<file path="src/rtl/delay_scan_generator.sv">
// delay_scan_generator
// Raster-scans an image frame and, for every pixel, computes one receive-delay
// index per array channel. A single digit-by-digit square-root unit is shared
// by all channels (one result bit per cycle). Each finished pixel bundle is
// presented on a valid/ready handshake and held stable until it is accepted.
module delay_scan_generator #(
  parameter int          PIXEL_COLUMN = 320,
  parameter int          PIXEL_ROW    = 240,
  parameter int          N_SIDE       = 4,
  parameter int          PITCH        = 80,
  parameter int          R2_W         = 20,
  parameter int unsigned FOCAL_SQ     = 0,
  parameter int          SHIFT        = 0,
  parameter int unsigned DELTA_OFFSET = 0,
  parameter int          DELTA_W      = 8,
  localparam int         NCH          = N_SIDE * N_SIDE,
  localparam int         PXW          = $clog2(PIXEL_COLUMN),
  localparam int         PYW          = $clog2(PIXEL_ROW)
) (
  input  logic                     i_clk,
  input  logic                     i_rst,
  input  logic                     i_start,
  input  logic                     i_abort,
  input  logic                     i_ready,
  output logic                     o_valid,
  output logic signed [PXW-1:0]    o_px,
  output logic signed [PYW-1:0]    o_py,
  output logic [NCH*DELTA_W-1:0]   o_delta,
  output logic                     o_busy,
  output logic                     o_done
);

  localparam int SQ_W     = R2_W / 2;
  localparam int CH_W     = (NCH > 1) ? $clog2(NCH) : 1;
  localparam int COL_W    = (N_SIDE > 1) ? $clog2(N_SIDE) : 1;
  // Largest element offset from the array centre, in pixels.
  localparam int OFF_MAX  = PITCH * (N_SIDE - 1) / 2;
  localparam int OFW      = $clog2(OFF_MAX + 1) + 1;
  localparam int PMAX_W   = (PXW > PYW) ? PXW : PYW;
  // One spare bit so pixel + offset can never overflow, and PITCH*col fits.
  localparam int RX_W     = ((PMAX_W > OFW) ? PMAX_W : OFW) + 1;
  localparam int R2A_W    = (2 * RX_W + 1 > 32) ? 2 * RX_W + 1 : 32;
  localparam int R2S_W    = ((R2A_W > R2_W) ? R2A_W : R2_W) + 1;
  localparam int DS_W     = ((SQ_W > 32) ? SQ_W : 32) + 1;

  localparam logic signed [PXW-1:0]  PX_MIN   = PXW'(-(PIXEL_COLUMN / 2));
  localparam logic signed [PXW-1:0]  PX_MAX   = PXW'(PIXEL_COLUMN / 2 - 1);
  localparam logic signed [PYW-1:0]  PY_MIN   = PYW'(-(PIXEL_ROW / 2));
  localparam logic signed [PYW-1:0]  PY_MAX   = PYW'(PIXEL_ROW / 2 - 1);
  localparam logic [CH_W-1:0]        CH_LAST  = CH_W'(NCH - 1);
  localparam logic [COL_W-1:0]       COL_LAST = COL_W'(N_SIDE - 1);
  localparam logic [R2_W-1:0]        BIT_INIT = {2'b01, {(R2_W - 2){1'b0}}};

  typedef enum logic [2:0] {
    S_IDLE = 3'd0,
    S_LOAD = 3'd1,
    S_SQRT = 3'd2,
    S_OUT  = 3'd3,
    S_DONE = 3'd4
  } state_t;

  state_t                   r_state;
  state_t                   w_state_n;
  logic signed [PXW-1:0]    r_px;
  logic signed [PYW-1:0]    r_py;
  logic [CH_W-1:0]          r_ch;
  logic [COL_W-1:0]         r_col;
  logic [COL_W-1:0]         r_row;
  logic [R2_W-1:0]          r_rem;
  logic [R2_W-1:0]          r_res;
  logic [R2_W-1:0]          r_bit;
  logic [NCH*DELTA_W-1:0]   r_stage;

  logic signed [RX_W-1:0]   w_off_x;
  logic signed [RX_W-1:0]   w_off_y;
  logic signed [RX_W-1:0]   w_rx;
  logic signed [RX_W-1:0]   w_ry;
  logic [RX_W-1:0]          w_rx_abs;
  logic [RX_W-1:0]          w_ry_abs;
  logic [2*RX_W-1:0]        w_rx_sq;
  logic [2*RX_W-1:0]        w_ry_sq;
  logic [R2S_W-1:0]         w_r2_full;
  logic [R2_W-1:0]          w_r2_sat;
  logic [R2_W-1:0]          w_trial;
  logic [R2_W-1:0]          w_rem_n;
  logic [R2_W-1:0]          w_res_n;
  logic [SQ_W-1:0]          w_root;
  logic [DS_W-1:0]          w_sum;
  logic [DELTA_W-1:0]       w_delta;
  logic                     w_last_pix;
  logic                     w_abort;

  assign w_last_pix = (r_px == PX_MAX) && (r_py == PY_MAX);
  assign w_abort    = i_abort && (r_state != S_IDLE);

  // Channel geometry and saturated radius-squared for the current channel.
  always_comb begin
    w_off_x   = RX_W'(OFF_MAX) - RX_W'(PITCH * int'(r_col));
    w_off_y   = RX_W'(OFF_MAX) - RX_W'(PITCH * int'(r_row));
    w_rx      = RX_W'(r_px) + w_off_x;
    w_ry      = RX_W'(r_py) + w_off_y;
    w_rx_abs  = w_rx[RX_W-1] ? RX_W'(-w_rx) : RX_W'(w_rx);
    w_ry_abs  = w_ry[RX_W-1] ? RX_W'(-w_ry) : RX_W'(w_ry);
    w_rx_sq   = (2*RX_W)'(w_rx_abs) * (2*RX_W)'(w_rx_abs);
    w_ry_sq   = (2*RX_W)'(w_ry_abs) * (2*RX_W)'(w_ry_abs);
    w_r2_full = R2S_W'(w_rx_sq) + R2S_W'(w_ry_sq) + R2S_W'(FOCAL_SQ);
    if (w_r2_full > R2S_W'({R2_W{1'b1}})) begin
      w_r2_sat = {R2_W{1'b1}};
    end else begin
      w_r2_sat = w_r2_full[R2_W-1:0];
    end
  end

  // One digit-by-digit square-root step, then shift/offset/clamp of the root.
  always_comb begin
    w_trial = r_res + r_bit;
    if (r_rem >= w_trial) begin
      w_rem_n = r_rem - w_trial;
      w_res_n = (r_res >> 1) + r_bit;
    end else begin
      w_rem_n = r_rem;
      w_res_n = r_res >> 1;
    end
    w_root = w_res_n[SQ_W-1:0];
    w_sum  = DS_W'(w_root >> SHIFT) + DS_W'(DELTA_OFFSET);
    if (w_sum > DS_W'({DELTA_W{1'b1}})) begin
      w_delta = {DELTA_W{1'b1}};
    end else begin
      w_delta = w_sum[DELTA_W-1:0];
    end
  end

  // FSM next state; abort from any busy state wins over everything else.
  always_comb begin
    w_state_n = r_state;
    if (w_abort) begin
      w_state_n = S_IDLE;
    end else begin
      case (r_state)
        S_IDLE: w_state_n = i_start ? S_LOAD : S_IDLE;
        S_LOAD: w_state_n = S_SQRT;
        S_SQRT: begin
          if (r_bit[0]) begin
            w_state_n = (r_ch == CH_LAST) ? S_OUT : S_LOAD;
          end else begin
            w_state_n = S_SQRT;
          end
        end
        S_OUT: begin
          if (i_ready) begin
            w_state_n = w_last_pix ? S_DONE : S_LOAD;
          end else begin
            w_state_n = S_OUT;
          end
        end
        S_DONE:  w_state_n = S_IDLE;
        default: w_state_n = S_IDLE;
      endcase
    end
  end

  // FSM state register.
  always_ff @(posedge i_clk or posedge i_rst) begin
    if (i_rst) begin
      r_state <= S_IDLE;
    end else begin
      r_state <= w_state_n;
    end
  end

  // Scan counters, square-root registers and the staging bundle.
  always_ff @(posedge i_clk or posedge i_rst) begin
    if (i_rst) begin
      r_px    <= '0;
      r_py    <= '0;
      r_ch    <= '0;
      r_col   <= '0;
      r_row   <= '0;
      r_rem   <= '0;
      r_res   <= '0;
      r_bit   <= '0;
      r_stage <= '0;
    end else if (w_abort) begin
      r_stage <= '0;
    end else begin
      case (r_state)
        S_IDLE: begin
          if (i_start) begin
            r_px  <= PX_MIN;
            r_py  <= PY_MIN;
            r_ch  <= '0;
            r_col <= '0;
            r_row <= '0;
          end
        end
        S_LOAD: begin
          r_rem <= w_r2_sat;
          r_res <= '0;
          r_bit <= BIT_INIT;
        end
        S_SQRT: begin
          r_rem <= w_rem_n;
          r_res <= w_res_n;
          r_bit <= r_bit >> 2;
          if (r_bit[0]) begin
            for (int c = 0; c < NCH; c++) begin
              if (r_ch == CH_W'(c)) begin
                r_stage[c*DELTA_W +: DELTA_W] <= w_delta;
              end
            end
            if (r_ch != CH_LAST) begin
              r_ch <= r_ch + CH_W'(1);
              if (r_col == COL_LAST) begin
                r_col <= '0;
                r_row <= r_row + COL_W'(1);
              end else begin
                r_col <= r_col + COL_W'(1);
              end
            end
          end
        end
        S_OUT: begin
          if (i_ready && !w_last_pix) begin
            if (r_px == PX_MAX) begin
              r_px <= PX_MIN;
              r_py <= r_py + PYW'(1);
            end else begin
              r_px <= r_px + PXW'(1);
            end
            r_ch  <= '0;
            r_col <= '0;
            r_row <= '0;
          end
        end
        default: begin
        end
      endcase
    end
  end

  assign o_valid = (r_state == S_OUT);
  assign o_busy  = (r_state != S_IDLE);
  assign o_done  = (r_state == S_DONE);
  assign o_px    = r_px;
  assign o_py    = r_py;
  assign o_delta = r_stage;

endmodule

</file>
<file path="config.mk">
export PLATFORM = sky130hd
export DESIGN_NAME = delay_scan_generator
export DESIGN_NICKNAME = d
export VERILOG_FILES = /design/src/rtl/delay_scan_generator.sv
export SDC_FILE = /design/constraint.sdc
export NUM_CORES = 1
export LEC_CHECK = 0
export ABC_AREA = 1
export CORE_ASPECT_RATIO = 1.4
export CORE_MARGIN = 8
export CORE_UTILIZATION = 60
export DETAILED_ROUTE_END_ITERATION = 10
export GPL_ROUTABILITY_DRIVEN = 0
export GPL_TIMING_DRIVEN = 0
export PLACE_DENSITY = 0.82
export SYNTH_ARGS = -nofsm -noshare
export SYNTH_HDL_FRONTEND = slang
export SYNTH_SLANG_ARGS = --single-unit
</file>
<file path="constraint.sdc">
create_clock -name i_clk -period 9.1 [get_ports i_clk]
set_input_delay 1.365 -clock i_clk [delete_from_list [all_inputs] [get_ports i_clk]]
set_output_delay 1.365 -clock i_clk [all_outputs]
set_load 0.01 [all_outputs]
</file>
==> After elaboration in Yosys (flattened, before gate mapping) <==
Cells that the tools add are included.
{ "classes": {"n_addsub": 15, "mul": 4, "magnitude_cmp": 3, "eq_ne": 30, "n_mux": 58, "n_bitwise": 1, "n_reduce_logical": 50} }
{ "ops": {"columns": ["cell", "n"], "rows": [
  ["128-bit 2-to-1 mux", 3],
  ["8-bit 2-to-1 mux", 20],
  ["20-bit case mux with 2 select lines", 3],
  ["20-bit 2-to-1 mux", 3],
  ["3-bit AND reduction", 17],
  ["10-bit by 10-bit multiplier with 20-bit output", 2],
  ["2-bit nonzero test", 20],
  ["4-bit == test (second input constant)", 8],
  ["9-bit 2-to-1 mux", 3],
  ["20-bit by 20-bit adder with 21-bit output", 1],
  ["21-bit by 20-bit greater-than comparator with 1-bit output (second input constant)", 1],
  ["19-bit by 20-bit adder with 20-bit output", 1],
  ["20-bit adder", 1],
  ["20-bit greater-or-equal comparator", 1],
  ["10-bit 2-to-1 mux", 2],
  ["2-bit 2-to-1 mux", 10],
  ["10-bit negation", 2],
  ["20-bit subtractor", 1],
  ["7-bit by 9-bit subtractor with 10-bit output (first input constant)", 2],
  ["9-bit case mux with 2 select lines", 1],
  ["4-bit by 3-bit == test with 1-bit output (second input constant)", 4],
  ["4-bit 2-to-1 mux", 4],
  ["8-bit case mux with 2 select lines", 1],
  ["2-bit case mux with 3 select lines", 2],
  ["34 further kinds", 48]
]} }
{ "totals": {"reg_bits": 216, "input_bits": 5, "output_inout_bits": 148, "word_cells": 186} }

==> Depth between registers and ports, before layout <==
{ "logic_depth": {"word_depth": 10, "ltp_mapped": 44, "ltp_nobuf": 43} }

==> Worst setup path before layout <==
No wires, ideal clock.
{ "synth_path": {"kind": "reg2reg", "startpoint": "register r_py[5] (netlist: o_py[5])", "endpoint": "register r_rem[10]", "setup_ps": 116, "t_arrival_ps": 7364, "required_ps": 8984, "setup_slack_ps": 1619, "path_stages_with_launch": 38, "n_path_buf": 1, "cell_sequence": "dfrtp_1 > inv_1 > ha_1 > inv_1 > ha_1 > a21oi_1 > nor3_1 > nor2_1 > nand2_1 > xor2_1 > or2_2 > nand2_1 > inv_1 > nand2_1 > fa_1 > fa_1 > inv_1 > fa_1 > [... 2 more ...] > fa_1 > inv_1 > fa_1 > inv_1 > ha_1 > nand2_1 > nand2_1 > a21oi_1 > nand3_1 > nand2_1 > nand3_1 > nand2_1 > buf_2 > nand2_1 > nand2_1 > nand2_1 > nand2_1 > nand2_1"} }
{ "synth_between": {"elab_chain_len": 8} }
{ "synth_lines": {"columns": ["element", "line", "rtl"], "rows": [
  ["start: declaration", "65", "logic signed [PYW-1:0] r_py;"],
  ["start signal: assignment", "226", "r_py <= r_py + PYW'(1);"],
  ["8-bit by 10-bit adder with 10-bit output *", "101", "w_ry = RX_W'(r_py) + w_off_y;"],
  ["10-bit negation", "103", "w_ry_abs = w_ry[RX_W-1] ? RX_W'(-w_ry) : RX_W'(w_ry);"],
  ["10-bit 2-to-1 mux *", "103", null],
  ["10-bit by 10-bit multiplier with 20-bit output *", "105", "w_ry_sq = (2*RX_W)'(w_ry_abs) * (2*RX_W)'(w_ry_abs);"],
  ["20-bit by 20-bit adder with 21-bit output *", "106", "w_r2_full = R2S_W'(w_rx_sq) + R2S_W'(w_ry_sq) + R2S_W'(FOCAL_SQ);"],
  ["21-bit by 20-bit greater-than comparator with 1-bit output", "107", "if (w_r2_full > R2S_W'({R2_W{1'b1}})) begin"],
  ["20-bit 2-to-1 mux *", "107", null],
  ["20-bit case mux with 2 select lines *", "186", "case (r_state)"],
  ["end signal: assignment", "197", "r_rem <= w_r2_sat;"],
  ["end signal: assignment", "202", "r_rem <= w_rem_n;"],
  ["end: declaration", "69", "logic [R2_W-1:0] r_rem;"]
]} }
Mark *: on every way between the ends. The rest lies on a longest branch, timed or not.
A chain may end at the register's enable or synchronous reset.

==> Final worst setup path <==
{ "layout_path": {"startpoint": "register r_px[5] (netlist: o_px[5])", "endpoint": "register r_rem[12]"} }
{ "layout_between": {"elab_chain_len": 8} }
{ "layout_lines": {"columns": ["element", "line", "rtl"], "rows": [
  ["start: declaration", "64", "logic signed [PXW-1:0] r_px;"],
  ["start signal: assignment", "228", "r_px <= r_px + PXW'(1);"],
  ["9-bit by 10-bit adder with 10-bit output *", "100", "w_rx = RX_W'(r_px) + w_off_x;"],
  ["10-bit negation", "102", "w_rx_abs = w_rx[RX_W-1] ? RX_W'(-w_rx) : RX_W'(w_rx);"],
  ["10-bit 2-to-1 mux *", "102", null],
  ["10-bit by 10-bit multiplier with 20-bit output *", "104", "w_rx_sq = (2*RX_W)'(w_rx_abs) * (2*RX_W)'(w_rx_abs);"],
  ["20-bit by 20-bit adder with 21-bit output *", "106", null],
  ["21-bit by 20-bit greater-than comparator with 1-bit output", "107", null],
  ["20-bit 2-to-1 mux *", "107", null],
  ["20-bit case mux with 2 select lines *", "186", null]
]} }
Marks and branches as above.

==> run summary <==
CTS tree - yes
Placement row count - 78
Worst slew pin tran - 0.8654 ns
Clock sinks - 206
Crit Path Max Fanout - 5
Flops & latches, synth - 206
Fin nets - 3,052
WHS - 0.4782 ns
Hold Path End - o_delta[106]
RSZ-0062 raised after global routing - false
Worst R2R Setup Slack - 0.44 ns
Clock Path Buffers - 3
Worst Reg2Reg Path Length in Cells - 36
Resize count post-CTS - 0
WP data required - 9.49 ns
Hold path depth - 2
Post-Syn Area - 19,360 sq um
CP Launch Type - flop
Reg-to-reg endpoint - r_rem[12]
Worst min-delay path startpoint - o_delta[106]
Clk Latency, worst-skew pair - 0.53 ns
Minimum clock period - 8.660 ns
Yosys warns - 0
Fmax - 115.5 MHz
Final hold violations - 0
DRT antenna net count - 0
First-pass GRT wire length - 88.40 mm
Syn avg cell area - 7.585 sq um
Final setup violation count - 0
Register area share after synthesis - 26.62%
Setup CP Type - flop to flop
Vias in the first global route - 18,310
Setup crit end kind - flop
Clock skew - 0.02081 ns
Port Buffers - 152
Most frequent cells in the layout - 719 x nand2_1, 391 x inv_1, 234 x nand3_1, 206 x dfrtp_1, 176 x nor2_1
Synth cell types - 50
Outcome - completed
GRT Util Overall - 28.14%
Fillcell total - 2,547
Initial antenna violation count - 0
Final HPWL DP - 44.24 mm
Grt ovf - 0
Num CTS Buffers - 20
DR vias - 17,950
Die width - 167.8 um
Num ports - 153
Initial core utilization - 60.31%
Final WL - 54.90 mm
HP Class - flop to flop
Largest stage delay, worst path - 0.64 ns
Slowest-stage cell, CP - fa_1
Setup Buffers After CTS - 0
Core Footprint - 32,110 sq um
Starting DRT DRC Count - 1,251
Reg2reg start - o_px[5]
# DRC - 0
Die area - 38,360 sq um
Synthesis-to-finish area growth - 14.58%
Largest net degree at the start of global routing - 137
Worst-path clk slew - 0.07 ns
Wirelength per Cell - 17.34 um
Cells after Synth - 2,553
Final period util - 95.16%
Ant diodes - 0
Slew margin rel. - 42.09%
CTS HTree Levels - 1
Slew Viols, Final - 0
Worst Path Arrival - 9.05 ns
Die Y - 228.6 um
CTS root buf - clkbuf_16
Commonest non-fill, non-tap cell in the layout - nand2_1
1st-pass router iterations - 6
Worst path most repeated cell - nand2_1
Via density - 5.667
Layout cell share with drive strength beyond 1 - 6.867%
Max-cap violations - 0
[layout make-up]
type	count	area [sq um]	area share (%)
multi-input cells	1900	12350	55.65
inverters	423	1605	7.235
plain buffers	50	362.8	1.635
repair buffers	153	1549	6.981
clock inverters	8	111.4	0.5019
clock buffers	27	556.8	2.509
well taps	400	500.5	2.256
flip-flops and latches	206	5155	23.23
[cell families (layout without fill, tap and decap cells)]
kind of cell,Yosys count,count (layout),synth area share (%)
AOI/OAI and AO/OA,244,244,6.998
xor gates and xnor gates,62,62,2.843
adders and majority gates,293,293,24.05
buffers and inverters,474,661,10.14
DFF,206,206,26.62
other,2,29,0.03878
and+or+nand+nor,1272,1272,29.31
[registers in the layout, indices dropped and copies added, names as in the netlist]
register	flops
o_delta	128
r_rem	20
r_res	20
r_bit	10
o_px	9
o_py	8
r_ch	4
r_state	3
r_col	2
r_row	2
[repair_timing]
| item | CTS | global route |
|---|---|---|
| setup endpoints to repair | 0 | 1 |
| hold buffers | 0 | 0 |
| hold endpoints to repair | 0 | 0 |
[routing by layer]
| layer | part of all wire (%) | GRT usage, % | up-vias | wire [um] |
|---|---|---|---|---|
| met4 | 7.9 | 21.20 | 0 | 4362 |
| met2 | 52 | 52.65 | 672 | 28770 |
| met3 | 5.0 | 3.042 | 235 | 2718 |
| li1 | - | - | 8441 | - |
| met1 | 35 | 28.00 | 8599 | 19060 |
| met5 | 0 | 0 | - | 0 |
[critical path: cells and delay by family (launching register included)]
family                     cells  cell delay, ns
AOI/OAI and AO/OA              3            0.94
adders and majority gates     10            4.67
and+or+nand+nor               16            1.75
DFF                            1            0.45
buffers and inverters          7            0.70
[synth_stat cells (all sizes together)]
master,number,share of area [%]
nand3b,13,0.50
a21oi,96,2.7
a31o,1,0.045
xor2,34,1.5
clkbuf,17,0.38
o21bai,8,0.31
nor2,185,3.8
nand4,24,0.78
ha,161,10
xnor2,28,1.3
a221oi,3,0.14
and2,4,0.13
o21ai,100,2.6
a31oi,5,0.16
inv,423,8.3
nand3,263,7.9
nor3,20,0.63
o31ai,5,0.19
dfrtp,206,27
nor3b,1,0.039
o211ai,2,0.078
or2,3,0.097
o22ai,18,0.58
o21a,3,0.12
nor4,5,0.16
a21o,3,0.12
nand2,754,15
fa,132,14
buf,34,1.5
conb,2,0.039
[per-stage QoR]
| step | worst slack [ns] | cells | setup TNS [ns] | util (%) | cell area, sq um |
|---|---|---|---|---|---|
| after floorplan | 1.619 | 2580 | 0 | - | 19470 |
| after global placement | -0.4866 | 3132 | -93.66 | 66.92 | 21490 |
| after detailed placement | 0.6006 | 3133 | 0 | 67.03 | 21520 |
| after CTS | 0.5557 | 3168 | 0 | 69.11 | 22190 |
| after global routing | 0.02514 | 3167 | 0 | 69.10 | 22190 |
| final | 0.4404 | 3167 | 0 | 69.10 | 22190 |
[how the worst max path moves through the flow]
stage / from / endpoint / slack [ns] / cells after the start
2_1_floorplan: o_py[5] / r_rem[10] / 1.62 / 37
3_3_place_gp: i_rst / o_py[3] / -0.49 / 2
3_5_place_dp: o_py[0] / r_rem[12] / 0.60 / 31
4_1_cts: o_py[0] / r_rem[12] / 0.56 / 31
5_1_grt: o_px[6] / r_rem[12] / 0.03 / 37
6_report: o_px[5] / r_rem[12] / 0.44 / 36
Power is left out: the tool's default activity adds up to more than one toggle a clock period on the data nets, which glitch-free logic cannot reach.
